===== config.mk =====
export PLATFORM = sky130hd
export DESIGN_NAME = diff_exec_ctrl
export DESIGN_NICKNAME = d
export VERILOG_FILES = /design/src/rtl/diff_exec_ctrl.sv
export SDC_FILE = /design/constraint.sdc
export NUM_CORES = 1
export LEC_CHECK = 0
export ABC_AREA = 1
export CORE_UTILIZATION = 40
export DETAILED_ROUTE_END_ITERATION = 10
export PLACE_DENSITY_LB_ADDON = 0.15
export SYNTH_ARGS = -nofsm -noshare
export SYNTH_HDL_FRONTEND = slang
export SYNTH_SLANG_ARGS = --single-unit

===== constraint.sdc =====
create_clock -name clk -period 4.15 [get_ports clk]
set_clock_uncertainty 0.15 [all_clocks]
set_input_delay 1.0375 -clock clk [delete_from_list [all_inputs] [get_ports clk]]
set_output_delay 1.0375 -clock clk [all_outputs]
set_load 0.05 [all_outputs]

===== src/rtl/diff_exec_ctrl.sv =====
// Sequencer for "diff rd, rs, rt": reads both operands through one synchronous
// register-file port, feeds the first-difference unit, and writes the result back to rd.
module diff_exec_ctrl #(
    parameter int DATA_W = 32,
    parameter int REG_AW = 5
) (
    input  logic              clk,
    input  logic              rst_n,
    input  logic              start,
    input  logic [REG_AW-1:0] rs_idx,
    input  logic [REG_AW-1:0] rt_idx,
    input  logic [REG_AW-1:0] rd_idx,
    output logic              busy,
    output logic              done,
    output logic [REG_AW-1:0] rf_raddr,
    input  logic [DATA_W-1:0] rf_rdata,
    output logic              rf_we,
    output logic [REG_AW-1:0] rf_waddr,
    output logic [DATA_W-1:0] rf_wdata,
    output logic [DATA_W-1:0] diff_in1,
    output logic [DATA_W-1:0] diff_in2,
    input  logic [DATA_W-1:0] diff_out,
    input  logic              diff_ifequal,
    output logic              eq_flag
);

    localparam logic [2:0] IDLE  = 3'd0;
    localparam logic [2:0] RD_A  = 3'd1;
    localparam logic [2:0] RD_B  = 3'd2;
    localparam logic [2:0] LATCH = 3'd3;
    localparam logic [2:0] EVAL  = 3'd4;
    localparam logic [2:0] WB    = 3'd5;

    localparam logic [DATA_W-1:0] ALL_EQUAL = DATA_W'(32);

    logic [2:0]        state_reg, state_next;
    logic [REG_AW-1:0] rs_reg, rt_reg, rd_reg;
    logic [DATA_W-1:0] op_a_reg, op_b_reg, res_reg;
    logic              eq_reg;

    always_comb begin
        state_next = state_reg;
        case (state_reg)
            IDLE:    if (start) state_next = RD_A;
            RD_A:    state_next = RD_B;
            RD_B:    state_next = LATCH;
            LATCH:   state_next = EVAL;
            EVAL:    state_next = WB;
            WB:      state_next = IDLE;
            default: state_next = IDLE;
        endcase
    end

    // Read data lags the address by one cycle, so each operand is captured
    // in the state after its address was presented.
    always_ff @(posedge clk or negedge rst_n) begin
        if (!rst_n) begin
            state_reg <= IDLE;
            rs_reg    <= '0;
            rt_reg    <= '0;
            rd_reg    <= '0;
            op_a_reg  <= '0;
            op_b_reg  <= '0;
            res_reg   <= '0;
            eq_reg    <= 1'b0;
        end else begin
            state_reg <= state_next;
            if (state_reg == IDLE && start) begin
                rs_reg <= rs_idx;
                rt_reg <= rt_idx;
                rd_reg <= rd_idx;
            end
            if (state_reg == RD_B)  op_a_reg <= rf_rdata;
            if (state_reg == LATCH) op_b_reg <= rf_rdata;
            if (state_reg == EVAL) begin
                res_reg <= diff_ifequal ? ALL_EQUAL : diff_out;
                eq_reg  <= diff_ifequal;
            end
        end
    end

    always_comb begin
        rf_raddr = '0;
        case (state_reg)
            RD_A:        rf_raddr = rs_reg;
            RD_B, LATCH: rf_raddr = rt_reg;
            default:     rf_raddr = '0;
        endcase
    end

    assign busy     = (state_reg != IDLE);
    assign done     = (state_reg == WB);
    assign rf_we    = (state_reg == WB);
    assign rf_waddr = (state_reg == WB) ? rd_reg  : '0;
    assign rf_wdata = (state_reg == WB) ? res_reg : '0;
    assign diff_in1 = op_a_reg;
    assign diff_in2 = op_b_reg;
    assign eq_flag  = eq_reg;

endmodule


==> results.sh <==
export IMPL_synth_seq_cells=115
export IMPL_synth_cell_type_count=20
export IMPL_synthTopCellsByCount="167 x nand2_1, 115 x dfrtp_1, 79 x inv_1"
export IMPL_async_reset_ff_frac=1.000
export IMPL_rr_worst_depth=4
export IMPL_synth_edf_count=0
export IMPL_worstSetupStartpointType="flip-flop"
export IMPL_cts_tree="yes"
export IMPL_grt_use_total=0.2042
export IMPL_critical_path_class="reg -> out"
export IMPL_syn_area_per_cell_sq_um=8.623
export IMPL_p_leak_nw=3.488
export IMPL_viasPerCell=4.652
export IMPL_cts_buffer_depth=2
export IMPL_finalCritPeriodShare=0.8438
export IMPL_tightest_slew_ns=1.152
export IMPL_post_cts_resized=0
export IMPL_crit_start="state_reg[1]"
export IMPL_synth_top_cell_by_area="dfrtp_1"
export IMPL_grt_max_degree=68
export IMPL_ant_nets=0
export IMPL_finalSetupViolations=0
export IMPL_drc_errors=13
export IMPL_stdcell_count=899
export IMPL_reg2reg_slack_ns=1.67
export IMPL_p_per_area_nw_per_um2=892.9
export IMPL_period_needed_ns=3.502
export IMPL_fin_tns_setup_ns=0
export IMPL_cts_buffers=17
export IMPL_status="complete, but fails checks"
export IMPL_place_hpwl_um=8191
export IMPL_critPathMaxFanout=5
export IMPL_num_io_pins=193
export IMPL_nFillCells=1002
export IMPL_switching_share=0.4418
export IMPL_dieWidth_um=112.1
export IMPL_worstSetupEndpoint="rf_raddr[2]"
export IMPL_drt_iter0_markers=264
export IMPL_antenna_cells=0
export IMPL_dpl_instance_area_sq_um=6784
export IMPL_dieArea_sq_um=12560
export IMPL_synth_top_area_frac=0.5939
export IMPL_min_delay_start="rd_reg[0]"
export IMPL_cts_hold_buf=0
export IMPL_root_buffer="clkbuf_16"
export IMPL_routedWlPerCell_um=13.50
export IMPL_min_path_type="reg -> reg"
export IMPL_vias=4182
export IMPL_critPathRequiredTime_ns=2.96
export IMPL_r2r_start="state_reg[2]"
export IMPL_die_h_um=112.1
export IMPL_final_area_sq_um=7422
export IMPL_yosysMostFrequentCell="nand2_1"
export IMPL_maxSlewHeadroom=0.2293
export IMPL_syn_nets=645
export IMPL_grt_pass1_vias=4205
export IMPL_grt_pass1_wl_um=20130
export IMPL_synthTopCellsByArea="dfrtp_1 59%, nand2_1 13%, o21ai_0 7.1%, inv_1 6.1%, nor2_1 3.0%"
export IMPL_syn_area_sq_um=4846
export IMPL_p_seq_frac=0.291
export IMPL_fmax_mhz=285.6
export IMPL_p_clk_frac=0.234
export IMPL_gp_congestion=0.7667
export IMPL_maxCapViolCount=0
export IMPL_rows=39
export IMPL_rsz0062_at_grt="no"
export IMPL_ys_warn_count=0
export IMPL_peakVddDrop_uv=550.4
export IMPL_cts_reportedPaths_clkPinSlew_ns=0.05
export IMPL_r2r_end="diff_in1[3]"
export IMPL_post_cts_setup_buffer_count=0
export IMPL_synthFlopType="dfrtp_1"
export IMPL_power_frac_comb=0.475
export IMPL_coreArea_sq_um=11610
export IMPL_overflow=0
export IMPL_clock_sinks=115
export IMPL_slew_violations=0
export IMPL_crit_arrival_ns=2.31
export IMPL_hold_viol_final=0
export IMPL_switching_power_w=0.002928
export IMPL_intPower_w=0.003699
export IMPL_drive_above_1_share=0.06349
export IMPL_dp_cells=867
export IMPL_violations="DRC"
export IMPL_h_tree_depth=4
export IMPL_wl_um=12140
export IMPL_initial_core_util=0.4173
export IMPL_clock_latency_ns=0.41
export IMPL_portBuffers=192
export IMPL_end_kind="output pin"
export IMPL_syn2layout_area_growth_pct=53.16
export IMPL_nets=826
export IMPL_syn_inst=562
export IMPL_drtPass1Iterations=8
export IMPL_grt_antenna_before_repair=1
export IMPL_seq_area_frac_synth=0.5939
## routing by layer
metal	vias up	GRT usage	routed length, um
met1	1918	0.2408	4907
met3	19	0.06695	960
met2	146	0.3466	6063
li1	2097	-	-
met5	-	0	17
met4	2	0.08000	187
## power by group through the flow
stage                     registers [W]  clock network, W  logic [W]
after floorplan                 0.00298                 0    0.00106
after detailed placement        0.00194                 0    0.00317
after CTS                       0.00193           0.00158    0.00319
after global placement          0.00191                 0    0.00313
final                           0.00193           0.00155    0.00315
after global routing            0.00200           0.00163    0.00337
## stage by stage
step | utilization | worst slack [ns] | power [W] | hold WS [ns]
after floorplan | - | 1.038 | 0.004041 | 0.2919
after global placement | 0.5841 | 1.105 | 0.005037 | 0.3060
after detailed placement | 0.5841 | 1.077 | 0.005110 | 0.3089
after CTS | 0.6391 | 0.6319 | 0.006696 | 0.3220
after global routing | 0.6391 | 0.4695 | 0.006996 | 0.3392
final | 0.6391 | 0.6484 | 0.006627 | 0.3198
## worst max-delay path, stage by stage, from the launching register on
cell and delay, ns:
dfrtp_1 0.47, inv_1 0.11, nor2_1 0.31, nand2_1 0.08, o21ai_0 0.10, clkdlybuf4s50_1 0.83
## cells by family after synthesis
family | synth area share
AO/OA/AOI/OAI | 0.1095
AND/OR/NAND/NOR | 0.1903
buffers and inverters | 0.1064
flip-flops | 0.5939
## worst min path at each step
stage                end  slack [ns]  cells past startpoint
6_report       rd_reg[0]        0.32                      2
3_5_place_dp   rt_reg[2]        0.31                      2
4_1_cts        rt_reg[2]        0.32                      2
5_1_grt        rt_reg[4]        0.34                      2
3_3_place_gp   rt_reg[2]        0.31                      2
2_1_floorplan  rd_reg[0]        0.29                      2
## cells in the final DEF (no fill, tap or decap)
| cell type | Yosys | final |
|---|---|---|
| nand3_1 | 4 | 2 |
| buf_12 | 0 | 1 |
| o21ai_1 | 29 | 29 |
| clkinv_2 | 0 | 3 |
| nand2_1 | 167 | 167 |
| o21ai_0 | 69 | 69 |
| nand4_1 | 15 | 15 |
| a21oi_1 | 1 | 1 |
| nand3b_1 | 1 | 1 |
| clkbuf_8 | 0 | 4 |
| dfrtp_1 | 115 | 115 |
| clkinvlp_4 | 0 | 2 |
| nor2_4 | 1 | 1 |
| clkbuf_16 | 0 | 17 |
| bufinv_16 | 0 | 4 |
| o21ai_2 | 4 | 4 |
| nand2_2 | 1 | 1 |
| buf_4 | 3 | 7 |
| nor2_1 | 39 | 39 |
| inv_1 | 79 | 79 |
| inv_2 | 1 | 1 |
| clkdlybuf4s50_1 | 0 | 189 |
| clkbuf_1 | 9 | 2 |
| nand3_2 | 1 | 3 |
## cell type report
cell class / count / area [sq um] / area share
multi-input cells: 332 / 1463 / 0.1971
repair buffers: 197 / 1964 / 0.2647
flip-flops and latches: 115 / 2878 / 0.3877
clock buffers: 23 / 488.0 / 0.06575
clock inverters: 9 / 150.1 / 0.02023
well taps: 143 / 178.9 / 0.02411
inverters: 80 / 300.3 / 0.04046
Note: power is estimated with default switching activity, not from simulation.
